<file path="src/rtl/resample_pkg.sv">
// resample_pkg: shared rate indices and channel state encoding for the resampler output stage
package resample_pkg;
  localparam int RATE_32  = 0;
  localparam int RATE_441 = 1;
  localparam int RATE_48  = 2;
  localparam int RATE_96  = 3;
  localparam int RATE_192 = 4;
  typedef enum logic [1:0] {ST_FLUSH = 2'd0, ST_PRIME = 2'd1, ST_RUN = 2'd2} state_t;
endpackage

</file>
<file path="src/rtl/resample_output_stage_if.sv">
// resample_output_stage_if: per-channel write/pop/status buses of the output stage, channel c in slice c
// master drives rate/we/data/pop/flag_clr; slave returns data/ack/level/primed/underflow/overflow
interface resample_output_stage_if #(
  parameter int NUM_CH     = 8,
  parameter int NUM_RATE   = 5,
  parameter int DATA_W     = 24,
  parameter int DEPTH_LOG2 = 4
);
  logic [NUM_RATE*NUM_CH-1:0]       rate_i;
  logic [NUM_CH-1:0]                we_i;
  logic [DATA_W*NUM_CH-1:0]         data_i;
  logic [NUM_CH-1:0]                pop_i;
  logic [NUM_CH-1:0]                flag_clr_i;
  logic [DATA_W*NUM_CH-1:0]         data_o;
  logic [NUM_CH-1:0]                ack_o;
  logic [(DEPTH_LOG2+1)*NUM_CH-1:0] level_o;
  logic [NUM_CH-1:0]                primed_o;
  logic [NUM_CH-1:0]                underflow_o;
  logic [NUM_CH-1:0]                overflow_o;
  modport master (
    output rate_i, we_i, data_i, pop_i, flag_clr_i,
    input  data_o, ack_o, level_o, primed_o, underflow_o, overflow_o
  );
  modport slave (
    input  rate_i, we_i, data_i, pop_i, flag_clr_i,
    output data_o, ack_o, level_o, primed_o, underflow_o, overflow_o
  );
endinterface

</file>
<file path="src/rtl/resample_chbuf.sv">
// resample_chbuf: one channel's ring buffer with FLUSH/PRIME/RUN control, fill level and sticky flags
// in: rate (one-hot), we/wdata, pop, flag_clr; out: rdata/ack (registered), level, primed, underflow, overflow
module resample_chbuf
  import resample_pkg::*;
#(
  parameter int NUM_RATE    = 5,
  parameter int DATA_W      = 24,
  parameter int DEPTH       = 16,
  parameter int DEPTH_LOG2  = 4,
  parameter int PRIME_LEVEL = 4
) (
  input  logic                  clk,
  input  logic                  rst,
  input  logic [NUM_RATE-1:0]   rate,
  input  logic                  we,
  input  logic [DATA_W-1:0]     wdata,
  input  logic                  pop,
  input  logic                  flag_clr,
  output logic [DATA_W-1:0]     rdata,
  output logic                  ack,
  output logic [DEPTH_LOG2:0]   level,
  output logic                  primed,
  output logic                  underflow,
  output logic                  overflow
);
  localparam int LW = DEPTH_LOG2 + 1;
  localparam logic [LW-1:0] FULL = LW'(DEPTH);
  localparam logic [LW-1:0] PRIME_L = LW'(PRIME_LEVEL);
  state_t state, state_n;
  logic [NUM_RATE-1:0] rate_q;
  logic [DEPTH_LOG2-1:0] wr_ptr, rd_ptr;
  logic [DATA_W-1:0] mem [DEPTH];
  logic [DATA_W-1:0] rd_val;
  logic [LW-1:0] level_n;
  logic rate_bad, flush, empty, full, consume, wr_acc, uf_set, of_set;
  // A rate change acts in the cycle it is seen: the buffer is cleared on the same edge the state drops to FLUSH
  always_comb begin
    rate_bad = rate != rate_q || rate == '0;
    flush    = rate_bad || state == ST_FLUSH;
    empty    = level == '0;
    full     = level == FULL;
    consume  = !flush && state == ST_RUN && pop && !empty;
    uf_set   = !flush && state == ST_RUN && pop && empty;
    wr_acc   = !flush && we && (!full || consume);
    of_set   = !flush && we && full && !consume;
    level_n  = level + LW'(wr_acc) - LW'(consume);
    rd_val   = consume ? mem[rd_ptr] : '0;
    state_n  = rate_bad ? ST_FLUSH :
               state == ST_FLUSH ? ST_PRIME :
               state == ST_PRIME ? (level_n >= PRIME_L ? ST_RUN : ST_PRIME) :
               uf_set ? ST_PRIME : ST_RUN;
  end
  always_ff @(posedge clk) if (wr_acc) mem[wr_ptr] <= wdata;
  always_ff @(posedge clk or negedge rst)
    if (!rst) begin
      state     <= ST_FLUSH;
      rate_q    <= '0;
      wr_ptr    <= '0;
      rd_ptr    <= '0;
      level     <= '0;
      rdata     <= '0;
      ack       <= 1'b0;
      underflow <= 1'b0;
      overflow  <= 1'b0;
    end else begin
      state     <= state_n;
      rate_q    <= rate;
      ack       <= pop;
      if (pop) rdata <= rd_val;
      wr_ptr    <= flush ? '0 : wr_ptr + DEPTH_LOG2'(wr_acc);
      rd_ptr    <= flush ? '0 : rd_ptr + DEPTH_LOG2'(consume);
      level     <= flush ? '0 : level_n;
      underflow <= uf_set || (underflow && !flag_clr);
      overflow  <= of_set || (overflow && !flag_clr);
    end
  assign primed = state == ST_RUN;
endmodule

</file>
<file path="src/rtl/resample_output_stage.sv">
// resample_output_stage: NUM_CH independent output buffers between the resampler muxer and the consumer
// clk, rst (async, active-low) plus the slave side of resample_output_stage_if
module resample_output_stage
  import resample_pkg::*;
#(
  parameter int NUM_CH      = 8,
  parameter int NUM_CH_LOG2 = 3,
  parameter int NUM_RATE    = 5,
  parameter int DATA_W      = 24,
  parameter int DEPTH       = 16,
  parameter int DEPTH_LOG2  = 4,
  parameter int PRIME_LEVEL = 4
) (
  input logic clk,
  input logic rst,
  resample_output_stage_if.slave bus
);
  localparam int LW = DEPTH_LOG2 + 1;
  // channel count is clamped to what NUM_CH_LOG2 can address
  for (genvar c = 0; c < NUM_CH && c < (1 << NUM_CH_LOG2); c++) begin : g_ch
    resample_chbuf #(
      .NUM_RATE(NUM_RATE), .DATA_W(DATA_W), .DEPTH(DEPTH),
      .DEPTH_LOG2(DEPTH_LOG2), .PRIME_LEVEL(PRIME_LEVEL)
    ) u_chbuf (
      .clk(clk),
      .rst(rst),
      .rate(bus.rate_i[c*NUM_RATE +: NUM_RATE]),
      .we(bus.we_i[c]),
      .wdata(bus.data_i[c*DATA_W +: DATA_W]),
      .pop(bus.pop_i[c]),
      .flag_clr(bus.flag_clr_i[c]),
      .rdata(bus.data_o[c*DATA_W +: DATA_W]),
      .ack(bus.ack_o[c]),
      .level(bus.level_o[c*LW +: LW]),
      .primed(bus.primed_o[c]),
      .underflow(bus.underflow_o[c]),
      .overflow(bus.overflow_o[c])
    );
  end
endmodule

</file>
<file path="src/flat_wrapper.sv">
// flat-port wrapper written by rule: the top's interface ports become plain ports
module resample_output_stage_flat import resample_pkg::*;
#(
  parameter int NUM_CH      = 8,
  parameter int NUM_CH_LOG2 = 3,
  parameter int NUM_RATE    = 5,
  parameter int DATA_W      = 24,
  parameter int DEPTH       = 16,
  parameter int DEPTH_LOG2  = 4,
  parameter int PRIME_LEVEL = 4
)
  (clk, rst, bus_rate_i, bus_we_i, bus_data_i, bus_pop_i, bus_flag_clr_i, bus_data_o, bus_ack_o, bus_level_o, bus_primed_o, bus_underflow_o, bus_overflow_o);
  resample_output_stage_if #(.NUM_CH(NUM_CH), .NUM_RATE(NUM_RATE), .DATA_W(DATA_W), .DEPTH_LOG2(DEPTH_LOG2)) bus_i ();
  input logic clk;
  input logic rst;
  input wire logic [$bits(bus_i.rate_i)-1:0] bus_rate_i;
  input wire logic [$bits(bus_i.we_i)-1:0] bus_we_i;
  input wire logic [$bits(bus_i.data_i)-1:0] bus_data_i;
  input wire logic [$bits(bus_i.pop_i)-1:0] bus_pop_i;
  input wire logic [$bits(bus_i.flag_clr_i)-1:0] bus_flag_clr_i;
  output wire logic [$bits(bus_i.data_o)-1:0] bus_data_o;
  output wire logic [$bits(bus_i.ack_o)-1:0] bus_ack_o;
  output wire logic [$bits(bus_i.level_o)-1:0] bus_level_o;
  output wire logic [$bits(bus_i.primed_o)-1:0] bus_primed_o;
  output wire logic [$bits(bus_i.underflow_o)-1:0] bus_underflow_o;
  output wire logic [$bits(bus_i.overflow_o)-1:0] bus_overflow_o;
  assign bus_i.rate_i = bus_rate_i;
  assign bus_i.we_i = bus_we_i;
  assign bus_i.data_i = bus_data_i;
  assign bus_i.pop_i = bus_pop_i;
  assign bus_i.flag_clr_i = bus_flag_clr_i;
  assign bus_data_o = bus_i.data_o;
  assign bus_ack_o = bus_i.ack_o;
  assign bus_level_o = bus_i.level_o;
  assign bus_primed_o = bus_i.primed_o;
  assign bus_underflow_o = bus_i.underflow_o;
  assign bus_overflow_o = bus_i.overflow_o;
  resample_output_stage #(.NUM_CH(NUM_CH), .NUM_CH_LOG2(NUM_CH_LOG2), .NUM_RATE(NUM_RATE), .DATA_W(DATA_W), .DEPTH(DEPTH), .DEPTH_LOG2(DEPTH_LOG2), .PRIME_LEVEL(PRIME_LEVEL)) u_core (.clk(clk), .rst(rst), .bus(bus_i));
endmodule
</file>
<file path="config.mk">
export PLATFORM = sky130hd
export DESIGN_NAME = resample_output_stage_flat
export DESIGN_NICKNAME = d
export VERILOG_FILES = /design/src/rtl/resample_pkg.sv /design/src/rtl/resample_output_stage_if.sv /design/src/rtl/resample_chbuf.sv /design/src/rtl/resample_output_stage.sv /design/src/flat_wrapper.sv
export SDC_FILE = /design/constraint.sdc
export NUM_CORES = 2
export LEC_CHECK = 0
export ABC_CLOCK_PERIOD_IN_PS = 4850
export CELL_PAD_IN_SITES_DETAIL_PLACEMENT = 0
export CELL_PAD_IN_SITES_GLOBAL_PLACEMENT = 1
export CORE_MARGIN = 2
export CORE_UTILIZATION = 48
export CTS_CLUSTER_DIAMETER = 100
export DETAILED_ROUTE_END_ITERATION = 6
export GPL_TIMING_DRIVEN = 1
export HOLD_SLACK_MARGIN = 0.1
export PLACE_DENSITY_LB_ADDON = 0.2
export REMOVE_ABC_BUFFERS = 1
export SYNTH_ARGS = -nofsm -noshare
export SYNTH_HDL_FRONTEND = slang
export SYNTH_SLANG_ARGS = --single-unit
</file>
<file path="constraint.sdc">
create_clock -name clk -period 4.85 [get_ports clk]
set_input_delay 0.97 -clock clk [delete_from_list [all_inputs] [get_ports clk]]
set_output_delay 0.97 -clock clk [all_outputs]
set_load 0.05 [all_outputs]
</file>
==> flow_metrics.tcl <==
set metrics [dict create \
    finClkSkew_ns 0.03528 \
    p_per_area_nw_per_um2 382.4 \
    reg2reg_slack_ns 1.41 \
    crit-reg2reg-capture "u_core.g_ch[1].u_chbuf.state[0]$_DFF_PN0_" \
    core_um2 279400 \
    cp.arrival_ns 2.92 \
    cts.sinks 3448 \
    ys_top_cells_by_area "edfxtp_1 68%, mux2i_1 7.1%, dfrtp_1 7.0%" \
    clock.fmax_mhz 256.9 \
    finalWeightedCongestion 0.7950 \
    insertion_delay_ns 0.92 \
    vias 67920 \
    total_power_mw 60.15 \
    crit_path_start_kind "register" \
    nets 8344 \
    grt_max_degree 71 \
    setup_violations 0 \
    maxCapViolCount 0 \
    drt-total-wl_mm 304.1 \
    vdd_drop_max_uv 272.6 \
    numPortBuffers 521 \
    first_pass_iters 7 \
    worstSetupPathType "register to output port" \
    grt_pass1_vias 69780 \
    ant_nets 0 \
    rows 194 \
    io-pin-count 522 \
    worst-r2r-cell-count 14 \
    fin_crit_sh_pct 80.25 \
    cp_max_fo 6 \
    fin_tns_setup_ns 0 \
    cts_setup_buffers 0 \
    syn_area_per_cell_um2 18.47 \
    stdcell_count 12040 \
    r2r_start "u_core.g_ch[1].u_chbuf.rate_q[2]$_DFF_PN0_" \
    min_path_type "register to register" \
    dieHeight_um 533.8 \
    path_buf_inv 1 \
    fillers 21240 \
    setup.worst_path.end_class "output port" \
    slew_violations 0 \
    grt_pass1_wl_mm 451.6 \
    synth_area_leader_cell "edfxtp_1" \
    hold_path_end "u_core.g_ch[2].u_chbuf.rdata[19]$_DFFE_PN0P_" \
    cts.reportedPaths.clkPinSlew_ns 0.06 \
    leakage_nw 48.76 \
    cp_slowest_cell "clkdlybuf4s50_1" \
    yosysSeqAreaShare_pct 75.45 \
    clockRootBuffer "clkbuf_16" \
    hold_viol 0 \
    finalCriticalPeriod_ns 3.892 \
    ctsLongestPathBuffers 4 \
    start_util_pct 48.22 \
    worstPathCellList "nor2b_1 > clkdlybuf4s50_1" \
    ys_warn_count 0 \
    ys.flop_type "edfxtp_1" \
    hpwl_mm 180.8 \
    synth_edf_count 3072 \
    synth-seq-cells 3448 \
    slew_headroom_pct 15.42 \
    drc 0 \
    grt_setup_unrepaired "false" \
    min_from "u_core.g_ch[2].u_chbuf.rdata[19]$_DFFE_PN0P_" \
    tritoncts "built" \
    max_stage_delay_ns 0.94 \
    die_x_um 533.8 \
    ys_async_sr_fraction_pct 10.90 \
    drive_gt1_share_pct 16.71 \
    hold_path_depth 2 \
    critPathTopFamily "buffers and inverters" \
    cp.required_ns 3.88 \
    status "complete, no violations" \
    post_synth_num_cell_types 42 \
    syn_to_final_growth_pct 16.73 \
    syn_inst 7296 \
    vias_per_cell 5.640 \
    antenna_found_initial 30 \
    die_area_um2 284900 \
    drt-initial-drc-count 5540 \
    cts_max_level 5 \
    grt_overflow_total 0 \
    cts_made_buffers 359 \
    yosysTopAreaCellShare_pct 68.47 \
    place_inst 11360 \
    grt_usage_pct 21.05 \
    netlist_area_um2 134700 \
    wire_per_inst_um 25.25 \
    worstMarginPinSlew_ns 1.269 \
]
## worst max-delay path by stage
stage	from	end	slack (ns)	cells past startpoint
floorplan	u_core.g_ch[5].u_chbuf.rd_ptr[1]$_DFF_PN0_	u_core.g_ch[5].u_chbuf.rdata[0]$_DFFE_PN0P_	-0.47	5
finish	u_core.g_ch[1].u_chbuf.state[1]$_DFF_PN0_	bus_primed_o[1]	0.96	2
detailed placement	bus_rate_i[6]	u_core.g_ch[1].u_chbuf.state[0]$_DFF_PN0_	0.35	16
global placement	bus_rate_i[6]	u_core.g_ch[1].u_chbuf.state[0]$_DFF_PN0_	0.36	16
CTS	u_core.g_ch[1].u_chbuf.state[1]$_DFF_PN0_	bus_primed_o[1]	0.90	2
global route	u_core.g_ch[1].u_chbuf.state[1]$_DFF_PN0_	bus_primed_o[1]	0.91	2
## cells in the mapped netlist (55+ instances only)
library cell,count
o22ai_1,584
nor3_1,60
edfxtp_1,3072
ha_1,80
mux2i_1,960
o31ai_1,200
clkbuf_1,226
nor2_1,93
nand2_1,248
inv_1,285
mux4_2,384
xor2_1,55
buf_2,136
dfrtp_1,376
and2_1,56
## registers in the layout, indices dropped and copies added, names as in the netlist
| signal | flops |
|---|---|
| u_core.g_ch.u_chbuf.state | 16 |
| u_core.g_ch.u_chbuf.mem | 3072 |
| u_core.g_ch.u_chbuf.overflow | 8 |
| u_core.g_ch.u_chbuf.level | 40 |
| u_core.g_ch.u_chbuf.underflow | 8 |
| u_core.g_ch.u_chbuf.ack | 8 |
| u_core.g_ch.u_chbuf.wr_ptr | 32 |
| u_core.g_ch.u_chbuf.rate_q | 40 |
| u_core.g_ch.u_chbuf.rd_ptr | 32 |
| u_core.g_ch.u_chbuf.rdata | 192 |
## report_power, final
group          internal (mW)  switching (mW)  total, mW
registers               32.4          0.0134       32.4
logic                  0.229           0.574      0.803
clock network           15.7            11.3       27.0
total                   48.3            11.9       60.1
## cell type report
type,count,area [um^2],share of cell area [%]
sequential,3448,101700,64.69
multi-input combinational,3107,30630,19.48
clock buffer,495,9966,6.337
timing repair buffer,797,7465,4.746
tap,3724,4659,2.963
clock inverter,173,1712,1.088
inverter,285,1070,0.6802
antenna,14,35.03,0.02228
## stage by stage
step           setup slack, ns  hold slack (ns)  util, %  instance area [um^2]
2_1_floorplan          -0.4653           0.5513        -                132600
3_3_place_gp            0.3603           0.5143    52.10                145600
3_5_place_dp            0.3461           0.5193    52.10                145600
4_1_cts                 0.9046           0.4663    56.28                157200
5_1_grt                 0.9096           0.5190    56.29                157300
6_report                0.9577           0.5242    56.29                157300
## cells by family after synthesis
family	synth area share, %
buffers and inverters	2.392
XOR/XNOR	0.6240
AND/OR/NAND/NOR	2.893
adder cells (fa/ha/maj)	0.8618
AO/OA/AOI/OAI	4.227
multiplexers	13.55
flip-flops	75.45
## worst register-to-register path: stages (launching register included)
cell	delay, ns
dfrtp_1	0.37
xor2_1	0.19
nor4_4	0.29
o21ai_2	0.16
buf_4	0.19
or3b_1	0.41
ha_1	0.30
inv_1	0.04
ha_1	0.20
fa_1	0.48
nand2_1	0.10
a21o_1	0.08
o31ai_1	0.06
a41o_1	0.26
and3b_2	0.20
## cells in the final DEF, fill, tap and decap left out, types with 23 or more instances in the layout
cell type        synthesis  final
edfxtp_1              3072   3072
mux2i_1                960    960
o22ai_1                584    584
clkdlybuf4s50_1          0    519
mux4_2                 384    384
clkbuf_16                0    368
dfrtp_1                376    345
inv_1                  285    285
buf_4                   36    261
nand2_1                248    248
o31ai_1                200    200
clkbuf_1               226     99
nor2_1                  93     93
ha_1                    80     80
and2_1                  56     56
clkinv_2                 0     56
xor2_1                  55     55
clkinv_1                 0     53
nor3_2                   0     44
xnor2_1                 41     41
nor4_2                  20     36
nor4b_2                  0     32
clkbuf_8                 0     28
nor2b_1                 27     27
nand3_1                 27     27
nand2b_1                35     27
nor4_4                   8     24
or2_2                   24     24
a21oi_1                 24     24
bufinv_16                0     23
## repair_timing
action	in CTS	in global routing
hold buffers	1	0
setup endpoints to repair	0	0
endpoints found under the hold margin	18	0
resized for setup	0	0
## layer usage
metal,vias to the layer above,GRT usage (%),wire length [um]
met4,26,6.496,8275
li1,30440,-,-
met5,-,0,167
met2,1693,33.90,146100
met1,35300,29.45,132700
met3,463,3.707,16950
Note: power is estimated with default switching activity, not from simulation.
